`src/rtl/decode_stage_pkg.sv`:
```
// decode_stage_pkg: shared constants and types for the MIPS decode stage.
//   - opcode / funct / rt / rs field values
//   - 12-bit control-word layout, bit index names and CONTROLS_* words
//   - dec_t (decoded fields) and entry_t (one held instruction)
package decode_stage_pkg;

  localparam int CTRL_W = 12;
  localparam int CNT_W  = 6;

  // Control-word bit positions, {memtoreg ... memen} from bit 11 down.
  localparam int C_MEMTOREG  = 11;
  localparam int C_MEMWRITE  = 10;
  localparam int C_BRANCH    = 9;
  localparam int C_ALUSRC    = 8;
  localparam int C_REGDST    = 7;
  localparam int C_REGWRITE  = 6;
  localparam int C_JUMP      = 5;
  localparam int C_HILOWRITE = 4;
  localparam int C_JAL       = 3;
  localparam int C_JR        = 2;
  localparam int C_BAL       = 1;
  localparam int C_MEMEN     = 0;

  localparam logic [CTRL_W-1:0] CONTROLS_RTYPE  = 12'h0C0; // regdst|regwrite
  localparam logic [CTRL_W-1:0] CONTROLS_HILOW  = 12'h010; // hilo_write
  localparam logic [CTRL_W-1:0] CONTROLS_JR     = 12'h004;
  localparam logic [CTRL_W-1:0] CONTROLS_JALR   = 12'h0C4;
  localparam logic [CTRL_W-1:0] CONTROLS_IMM    = 12'h140; // alusrc|regwrite
  localparam logic [CTRL_W-1:0] CONTROLS_LOAD   = 12'h941;
  localparam logic [CTRL_W-1:0] CONTROLS_STORE  = 12'h501;
  localparam logic [CTRL_W-1:0] CONTROLS_BRANCH = 12'h200;
  localparam logic [CTRL_W-1:0] CONTROLS_BAL    = 12'h242;
  localparam logic [CTRL_W-1:0] CONTROLS_J      = 12'h020;
  localparam logic [CTRL_W-1:0] CONTROLS_JAL    = 12'h068;
  localparam logic [CTRL_W-1:0] CONTROLS_MFC0   = 12'h040;

  // Opcodes
  localparam logic [5:0] OP_RTYPE  = 6'h00, OP_REGIMM = 6'h01, OP_J     = 6'h02,
                         OP_JAL    = 6'h03, OP_BEQ    = 6'h04, OP_BNE   = 6'h05,
                         OP_BLEZ   = 6'h06, OP_BGTZ   = 6'h07, OP_ADDI  = 6'h08,
                         OP_ADDIU  = 6'h09, OP_SLTI   = 6'h0A, OP_SLTIU = 6'h0B,
                         OP_ANDI   = 6'h0C, OP_ORI    = 6'h0D, OP_XORI  = 6'h0E,
                         OP_LUI    = 6'h0F, OP_COP0   = 6'h10, OP_LB    = 6'h20,
                         OP_LH     = 6'h21, OP_LW     = 6'h23, OP_LBU   = 6'h24,
                         OP_LHU    = 6'h25, OP_SB     = 6'h28, OP_SH    = 6'h29,
                         OP_SW     = 6'h2B;

  // R-type funct
  localparam logic [5:0] F_SLL  = 6'h00, F_SRL   = 6'h02, F_SRA  = 6'h03,
                         F_SLLV = 6'h04, F_SRLV  = 6'h06, F_SRAV = 6'h07,
                         F_JR   = 6'h08, F_JALR  = 6'h09, F_SYSCALL = 6'h0C,
                         F_BREAK = 6'h0D, F_MFHI = 6'h10, F_MTHI = 6'h11,
                         F_MFLO = 6'h12, F_MTLO  = 6'h13, F_MULT = 6'h18,
                         F_MULTU = 6'h19, F_DIV  = 6'h1A, F_DIVU = 6'h1B,
                         F_ADD  = 6'h20, F_ADDU  = 6'h21, F_SUB  = 6'h22,
                         F_SUBU = 6'h23, F_AND   = 6'h24, F_OR   = 6'h25,
                         F_XOR  = 6'h26, F_NOR   = 6'h27, F_SLT  = 6'h2A,
                         F_SLTU = 6'h2B, F_ERET  = 6'h18;

  // REGIMM rt, COP0 rs
  localparam logic [4:0] RT_BLTZ = 5'h00, RT_BGEZ = 5'h01,
                         RT_BLTZAL = 5'h10, RT_BGEZAL = 5'h11;
  localparam logic [4:0] RS_MFC0 = 5'h00, RS_MTC0 = 5'h04, RS_CO = 5'h10;

  typedef struct packed {
    logic [CTRL_W-1:0] ctrl;
    logic              invalid;
    logic              syscall;
    logic              brk;
    logic              eret;
    logic              cp0we;
    logic              is_hilo;
    logic              is_div;
  } dec_t;

  typedef struct packed {
    logic [31:0] instr;
    logic [31:0] pc;
    dec_t        dec;
  } entry_t;

endpackage

```
`src/rtl/decode_stage_if.sv`:
```
// decode_stage_if: fetch-side and execute-side handshake bundle of the
// decode stage.
//   slave  : the decode stage (consumes in_*, produces out_*)
//   master : the surrounding pipeline / bench
interface decode_stage_if;
  import decode_stage_pkg::*;

  logic              in_valid;
  logic              in_ready;
  logic [31:0]       in_instr;
  logic [31:0]       in_pc;
  logic              out_valid;
  logic              out_ready;
  logic [31:0]       out_instr;
  logic [31:0]       out_pc;
  logic [CTRL_W-1:0] out_ctrl;
  logic              out_invalid;
  logic              out_syscall;
  logic              out_break;
  logic              out_eret;
  logic              out_cp0we;

  modport slave (
    input  in_valid, in_instr, in_pc, out_ready,
    output in_ready, out_valid, out_instr, out_pc, out_ctrl,
           out_invalid, out_syscall, out_break, out_eret, out_cp0we
  );

  modport master (
    output in_valid, in_instr, in_pc, out_ready,
    input  in_ready, out_valid, out_instr, out_pc, out_ctrl,
           out_invalid, out_syscall, out_break, out_eret, out_cp0we
  );
endinterface

```
`src/rtl/decode_stage_comb.sv`:
```
// decode_comb: pure combinational instruction decoder.
//   instr_i      : 32-bit instruction word
//   enable_cp0_i : 0 treats MTC0/MFC0/ERET as reserved
//   dec_o        : control word, exception flags, cp0 write-enable,
//                  is_hilo (touches HI/LO) and is_div (starts the divider)
module decode_comb
  import decode_stage_pkg::*;
(
  input  logic [31:0] instr_i,
  input  logic        enable_cp0_i,
  output dec_t        dec_o
);
  logic [5:0] op, funct;
  logic [4:0] rs, rt;
  logic       unused_fields;

  assign op    = instr_i[31:26];
  assign rs    = instr_i[25:21];
  assign rt    = instr_i[20:16];
  assign funct = instr_i[5:0];
  // rd/shamt/immediate bits never affect decode
  assign unused_fields = ^instr_i[15:6];

  always_comb begin
    dec_o = '0;
    case (op)
      OP_RTYPE: begin
        case (funct)
          F_SLL, F_SRL, F_SRA, F_SLLV, F_SRLV, F_SRAV,
          F_ADD, F_ADDU, F_SUB, F_SUBU, F_AND, F_OR, F_XOR, F_NOR,
          F_SLT, F_SLTU: dec_o.ctrl = CONTROLS_RTYPE;
          F_MFHI, F_MFLO: begin
            dec_o.ctrl    = CONTROLS_RTYPE;
            dec_o.is_hilo = 1'b1;
          end
          F_MTHI, F_MTLO, F_MULT, F_MULTU: begin
            dec_o.ctrl    = CONTROLS_HILOW;
            dec_o.is_hilo = 1'b1;
          end
          F_DIV, F_DIVU: begin
            dec_o.ctrl    = CONTROLS_HILOW;
            dec_o.is_hilo = 1'b1;
            dec_o.is_div  = 1'b1;
          end
          F_JR:      dec_o.ctrl    = CONTROLS_JR;
          F_JALR:    dec_o.ctrl    = CONTROLS_JALR;
          F_SYSCALL: dec_o.syscall = 1'b1;
          F_BREAK:   dec_o.brk     = 1'b1;
          default:   dec_o.invalid = 1'b1;
        endcase
      end
      OP_REGIMM: begin
        case (rt)
          RT_BLTZ, RT_BGEZ:     dec_o.ctrl    = CONTROLS_BRANCH;
          RT_BLTZAL, RT_BGEZAL: dec_o.ctrl    = CONTROLS_BAL;
          default:              dec_o.invalid = 1'b1;
        endcase
      end
      OP_J:   dec_o.ctrl = CONTROLS_J;
      OP_JAL: dec_o.ctrl = CONTROLS_JAL;
      OP_BEQ, OP_BNE, OP_BLEZ, OP_BGTZ: dec_o.ctrl = CONTROLS_BRANCH;
      OP_ADDI, OP_ADDIU, OP_SLTI, OP_SLTIU,
      OP_ANDI, OP_ORI, OP_XORI, OP_LUI: dec_o.ctrl = CONTROLS_IMM;
      OP_LB, OP_LH, OP_LW, OP_LBU, OP_LHU: dec_o.ctrl = CONTROLS_LOAD;
      OP_SB, OP_SH, OP_SW: dec_o.ctrl = CONTROLS_STORE;
      OP_COP0: begin
        if (!enable_cp0_i) begin
          dec_o.invalid = 1'b1;
        end else begin
          case (rs)
            RS_MFC0: dec_o.ctrl  = CONTROLS_MFC0;
            RS_MTC0: dec_o.cp0we = 1'b1;
            RS_CO: begin
              if (funct == F_ERET) dec_o.eret    = 1'b1;
              else                 dec_o.invalid = 1'b1;
            end
            default: dec_o.invalid = 1'b1;
          endcase
        end
      end
      default: dec_o.invalid = 1'b1;
    endcase
  end
endmodule

```
`src/rtl/decode_stage.sv`:
```
// decode_stage: registered, flow-controlled MIPS decode stage.
//   clk, rst  : clock, synchronous active-high reset
//   flush     : drop everything held (output reg + skid) on the next edge
//   bus       : decode_stage_if.slave -- in_* from fetch, out_* to execute
//   hilo_busy : divide countdown nonzero
// Output register plus a one-entry skid; in_ready is the registered "skid
// empty". A DIV/DIVU leaving the stage arms a DIV_CYCLES countdown during
// which a held HI/LO instruction is not presented downstream.
module decode_stage
  import decode_stage_pkg::*;
#(
  parameter int DIV_CYCLES     = 36,
  parameter int HILO_INTERLOCK = 1,
  parameter int ENABLE_CP0     = 1
) (
  input  logic           clk,
  input  logic           rst,
  input  logic           flush,
  decode_stage_if.slave  bus,
  output logic           hilo_busy
);
  localparam logic [CNT_W-1:0] DIV_LOAD = DIV_CYCLES[CNT_W-1:0];

  dec_t             in_dec;
  entry_t           in_e;
  entry_t           out_q, out_d, skid_q, skid_d;
  logic             out_vld_q, out_vld_d, skid_vld_q, skid_vld_d;
  logic             in_ready_q;
  logic [CNT_W-1:0] cnt_q, cnt_d;
  logic             busy, stall, drain, acc;

  decode_comb u_dec (
    .instr_i      (bus.in_instr),
    .enable_cp0_i (ENABLE_CP0 != 0),
    .dec_o        (in_dec)
  );

  assign in_e  = {bus.in_instr, bus.in_pc, in_dec};
  assign busy  = (cnt_q != '0);
  assign stall = busy && out_q.dec.is_hilo;
  assign drain = bus.out_valid && bus.out_ready;
  assign acc   = bus.in_valid && in_ready_q && !flush;

  always_comb begin
    out_d      = out_q;
    skid_d     = skid_q;
    out_vld_d  = out_vld_q;
    skid_vld_d = skid_vld_q;
    if (flush) begin
      out_vld_d  = 1'b0;
      skid_vld_d = 1'b0;
    end else if (!out_vld_q || drain) begin
      // Output slot frees up: the older skid entry goes first. in_ready is
      // low whenever the skid is full, so no accept can collide with it.
      if (skid_vld_q) begin
        out_d      = skid_q;
        out_vld_d  = 1'b1;
        skid_vld_d = 1'b0;
      end else if (acc) begin
        out_d     = in_e;
        out_vld_d = 1'b1;
      end else begin
        out_vld_d = 1'b0;
      end
    end else if (acc) begin
      skid_d     = in_e;
      skid_vld_d = 1'b1;
    end
  end

  // The countdown tracks the divider itself, so flush leaves it alone; a DIV
  // handshaking downstream in a flush cycle still started the divider.
  always_comb begin
    cnt_d = cnt_q;
    if (HILO_INTERLOCK != 0 && drain && out_q.dec.is_div) cnt_d = DIV_LOAD;
    else if (busy)                                        cnt_d = cnt_q - 1'b1;
  end

  always_ff @(posedge clk) begin
    if (rst) begin
      out_q      <= '0;
      skid_q     <= '0;
      out_vld_q  <= 1'b0;
      skid_vld_q <= 1'b0;
      in_ready_q <= 1'b1;
      cnt_q      <= '0;
    end else begin
      out_q      <= out_d;
      skid_q     <= skid_d;
      out_vld_q  <= out_vld_d;
      skid_vld_q <= skid_vld_d;
      in_ready_q <= !skid_vld_d;
      cnt_q      <= cnt_d;
    end
  end

  assign bus.in_ready    = in_ready_q;
  assign bus.out_valid   = out_vld_q && !stall;
  assign bus.out_instr   = out_q.instr;
  assign bus.out_pc      = out_q.pc;
  assign bus.out_ctrl    = out_q.dec.ctrl;
  assign bus.out_invalid = out_q.dec.invalid;
  assign bus.out_syscall = out_q.dec.syscall;
  assign bus.out_break   = out_q.dec.brk;
  assign bus.out_eret    = out_q.dec.eret;
  assign bus.out_cp0we   = out_q.dec.cp0we;
  assign hilo_busy       = busy;
endmodule

```
`src/flat_wrapper.sv`:
```
// flat-port wrapper written by rule: the top's interface ports become plain ports
module decode_stage_flat import decode_stage_pkg::*;
#(
  parameter int DIV_CYCLES     = 36,
  parameter int HILO_INTERLOCK = 1,
  parameter int ENABLE_CP0     = 1
)
  (clk, rst, flush, hilo_busy, bus_in_valid, bus_in_instr, bus_in_pc, bus_out_ready, bus_in_ready, bus_out_valid, bus_out_instr, bus_out_pc, bus_out_ctrl, bus_out_invalid, bus_out_syscall, bus_out_break, bus_out_eret, bus_out_cp0we);
  decode_stage_if bus_i ();
  input  logic clk;
  input  logic rst;
  input  logic flush;
  output logic hilo_busy;
  input wire logic [$bits(bus_i.in_valid)-1:0] bus_in_valid;
  input wire logic [$bits(bus_i.in_instr)-1:0] bus_in_instr;
  input wire logic [$bits(bus_i.in_pc)-1:0] bus_in_pc;
  input wire logic [$bits(bus_i.out_ready)-1:0] bus_out_ready;
  output wire logic [$bits(bus_i.in_ready)-1:0] bus_in_ready;
  output wire logic [$bits(bus_i.out_valid)-1:0] bus_out_valid;
  output wire logic [$bits(bus_i.out_instr)-1:0] bus_out_instr;
  output wire logic [$bits(bus_i.out_pc)-1:0] bus_out_pc;
  output wire logic [$bits(bus_i.out_ctrl)-1:0] bus_out_ctrl;
  output wire logic [$bits(bus_i.out_invalid)-1:0] bus_out_invalid;
  output wire logic [$bits(bus_i.out_syscall)-1:0] bus_out_syscall;
  output wire logic [$bits(bus_i.out_break)-1:0] bus_out_break;
  output wire logic [$bits(bus_i.out_eret)-1:0] bus_out_eret;
  output wire logic [$bits(bus_i.out_cp0we)-1:0] bus_out_cp0we;
  assign bus_i.in_valid = bus_in_valid;
  assign bus_i.in_instr = bus_in_instr;
  assign bus_i.in_pc = bus_in_pc;
  assign bus_i.out_ready = bus_out_ready;
  assign bus_in_ready = bus_i.in_ready;
  assign bus_out_valid = bus_i.out_valid;
  assign bus_out_instr = bus_i.out_instr;
  assign bus_out_pc = bus_i.out_pc;
  assign bus_out_ctrl = bus_i.out_ctrl;
  assign bus_out_invalid = bus_i.out_invalid;
  assign bus_out_syscall = bus_i.out_syscall;
  assign bus_out_break = bus_i.out_break;
  assign bus_out_eret = bus_i.out_eret;
  assign bus_out_cp0we = bus_i.out_cp0we;
  decode_stage #(.DIV_CYCLES(DIV_CYCLES), .HILO_INTERLOCK(HILO_INTERLOCK), .ENABLE_CP0(ENABLE_CP0)) u_core (.clk(clk), .rst(rst), .flush(flush), .bus(bus_i), .hilo_busy(hilo_busy));
endmodule
```
`config.mk`:
```
export PLATFORM = sky130hd
export DESIGN_NAME = decode_stage_flat
export DESIGN_NICKNAME = d
export VERILOG_FILES = /design/src/rtl/decode_stage_pkg.sv /design/src/rtl/decode_stage_if.sv /design/src/rtl/decode_stage_comb.sv /design/src/rtl/decode_stage.sv /design/src/flat_wrapper.sv
export SDC_FILE = /design/constraint.sdc
export NUM_CORES = 1
export LEC_CHECK = 0
export BUFFER_PORTS_ARGS = -buffer_cell sky130_fd_sc_hd__buf_2
export CORE_AREA = 2 2 124 126
export DETAILED_ROUTE_END_ITERATION = 8
export DIE_AREA = 0 0 126 128
export PLACE_DENSITY = 0.85
export SLEW_MARGIN = 20
export SYNTH_ARGS = -nofsm -noshare
export SYNTH_HDL_FRONTEND = slang
export SYNTH_SLANG_ARGS = --single-unit
```
`constraint.sdc`:
```
create_clock -name clk -period 3 [get_ports clk]
set_input_delay 0.6 -clock clk [delete_from_list [all_inputs] [get_ports clk]]
set_output_delay 0.6 -clock clk [all_outputs]
set_load 0.05 [all_outputs]
```
==> run summary <==
Syn_area_per_cell - 8.423 sq um
Overflow left after global routing - 0
DRC errors left - 0
Worst path cell trace - or3_1, nor3b_2, inv_1, nand2_1, and2_1, buf_2
Initial core utilization - 53.55%
GRT Total Usage - 21.55%
CTS tree - built
Hold Path End - u_core.skid_q[57]$_SDFFE_PP0P_
Fraction of layout cells with a size suffix above 1 - 21.36%
Post-synth top cells - dfxtp_1 (175), nand2_1 (159), nor2_1 (103)
Area leader, netlist - dfxtp_1
CTS root buffer - clkbuf_16
Flop-to-flop setup slack - 520 ps
Hold WC Path Type - in -> reg
Pins Over Slew Limit - 0
Final hold violations - 0
Worst setup EP type - primary output
Hold wc startpoint - bus_in_instr[6]
Top-area cell type share of the netlist area - 44.01%
Drt total wl - 17440 um
Die width - 126 um
Largest net degree at the start of global routing - 97
H-tree Lvls - 4
Synth Warn # - 0
Initial antenna violation count - 0
Initial drt markers - 553
TNS Setup - 0 ps
Placed instance count - 1144
FF-to-FF End - u_core.skid_q[1]$_SDFFE_PP0P_
RSZ-0062 raised after global routing - false
Top delay family on crit path - simple AND/OR/NAND/NOR gates
CTS Hold Bufs - 0
Setup bufs post-CTS - 0
Top area cells in the synthesized netlist - dfxtp_1 (44%), mux2i_1 (8.8%), buf_4 (8.1%)
Ys async rst share - 0%
First-pass GRT wire length - 28390 um
R2r startpoint - u_core.cnt_q[0]$_SDFFE_PP0P_
Syn nets - 1015
Wire per inst - 14.83 um
Top FF cell, synth - dfxtp_1
Number of CTS-inserted buffers - 17
Peak Freq - 357.7 MHz
Critical path buffer and inverter count - 2
Post-Syn Instances - 945
Core ar. - 14860 sq um
DRT Pass-1 Iters - 5
DPL Wire Length - 11520 um
Fin nets - 1045
Critical Path RT - 2400 ps
CP peak stage delay - 440 ps
Max VDD drop - 0.4061 mV
Max-slew headroom - 44.59%
Pwr Density - 654.3 nW/um^2
Via/cell ratio - 5.467
# rows - 45
Die area - 16130 sq um
CTS clk-pin slew, worst paths - 70 ps
CTS resizes - 0
Leakage - 3.240 nW
Routed via count - 6429
PortBufs - 152
Buffer depth of the longest clock path - 2
DRT antenna net count - 0
Worst R2R Path Depth - 8
Post-Syn Area - 7960 sq um
Tmin final - 2795 ps
Crit share post-route - 93.18%
Top-count cell post-synth - dfxtp_1
Placer Congestion - 0.8091
Final Skew - 12.21 ps
Unique cell type count in the Yosys netlist - 54
Non-Filler Instances - 1176
WHS Path Cells - 3
TritonCTS Sinks - 175
Number of global-route vias before repair - 5678
Worst slew pin tran - 831.1 ps
Slowest-stage cell, CP - or3_1
Antenna cells - 0
Num ports - 153
Arrival time worst endpoint - 2200 ps
Status - finished, final reports clean
FF+latch count, synth - 175
Height of the die - 128 um
CP Max Fanout - 5
Final setup viols - 0
Startpoint types - register
Worst-Skew Late Latency - 430 ps
Seq/Total Area, Yosys - 44.01%
Worst setup path category - reg -> out
Max cap viols - 0
Area growth syn-to-layout - 10.44%
EDFF count, synth - 0
cell families (layout without fill, tap and decap cells):
logic type | count (synthesis) | in the layout | synth area share, %
adders and majority gates | 1 | 1 | 0.1572
xor gates and xnor gates | 3 | 3 | 0.3301
AOI/OAI and AO/OA | 197 | 197 | 15.88
muxes | 71 | 71 | 8.944
buffers and inverters | 163 | 206 | 12.18
DFF | 175 | 175 | 44.01
and+or+nand+nor | 335 | 335 | 18.50
cell usage in the layout, fill, tap and decap left out, types with 8 or more instances in the layout:
| master | instances |
|---|---|
| inv_1 | 9 |
| buf_2 | 151 |
| mux2i_1 | 70 |
| buf_4 | 8 |
| nand2_1 | 159 |
| nor4_1 | 8 |
| nor3_1 | 16 |
| a21oi_1 | 88 |
| dfxtp_1 | 174 |
| nor2_1 | 103 |
| a211oi_1 | 82 |
| clkbuf_16 | 17 |
routing by layer:
layer | GRT usage (%) | routed length (um) | up-vias
met4 | 7.240 | 279 | 0
met5 | 0 | 0 | -
li1 | - | - | 3246
met1 | 29.34 | 7887 | 2960
met3 | 5.885 | 1153 | 24
met2 | 33.27 | 8115 | 199
per-stage QoR:
step	hold slack, ps	setup slack [ps]	instance area [sq um]	utilization (%)	power [mW]
6_report	408.2	204.6	8791	59.14	5.752
4_1_cts	395.5	175.7	8791	59.14	5.791
5_1_grt	407.7	79.99	8791	59.14	5.986
3_5_place_dp	445.5	512.7	8208	55.22	3.607
3_3_place_gp	437.6	549.7	8208	55.22	3.584
2_1_floorplan	431.5	490.5	7960	-	3.458
worst reg2reg max path: cells and delay by family, from the launching register on:
kind / cells / cell delay (ps)
adders and majority gates: 1 / 260
buffers and inverters: 2 / 400
AOI/OAI and AO/OA: 2 / 280
and+or+nand+nor: 3 / 1140
DFF: 1 / 340
worst max path at each step:
stage                                       from  cells past startpoint  slack, ps                       endpoint
global route        u_core.cnt_q[3]$_SDFFE_PP0P_                      6         80                  bus_out_valid
finish              u_core.cnt_q[4]$_SDFFE_PP0P_                      6        200                  bus_out_valid
CTS                 u_core.cnt_q[4]$_SDFFE_PP0P_                      6        180                  bus_out_valid
floorplan           u_core.cnt_q[4]$_SDFFE_PP0P_                      5        490                  bus_out_valid
global placement                   bus_out_ready                      7        550  u_core.skid_q[1]$_SDFFE_PP0P_
detailed placement                 bus_out_ready                      7        510  u_core.skid_q[1]$_SDFFE_PP0P_
layout make-up:
type	instances	area [sq um]
Fill cell	1311	6073
Tap cell	188	235.2
Sequential cell	175	3507
Timing Repair Buffer	165	935.9
Inverter	9	33.78
Clock buffer	18	429.2
Clock inverter	14	153.9
Multi-Input combinational cell	607	3496
registers in the layout, indices dropped and copies added, names as in the netlist:
name / flops
u_core.bus.out_instr: 32
u_core.cnt_q: 6
u_core.bus.out_pc: 32
u_core.bus.out_ctrl: 12
u_core.bus.out_break: 1
u_core.out_q: 2
u_core.skid_q: 83
u_core.skid_vld_q: 1
u_core.bus.out_syscall: 1
u_core.bus.out_invalid: 1
u_core.bus.out_eret: 1
u_core.out_vld_q: 1
u_core.bus.in_ready: 1
u_core.bus.out_cp0we: 1
power breakdown:
group	leakage, nW	internal [mW]	switching, mW	total, mW
clock	0.290	1.24	0.950	2.19
combinational	1.52	0.313	0.718	1.03
sequential	1.43	2.45	0.0758	2.53
(Power assumes the default switching activity.)
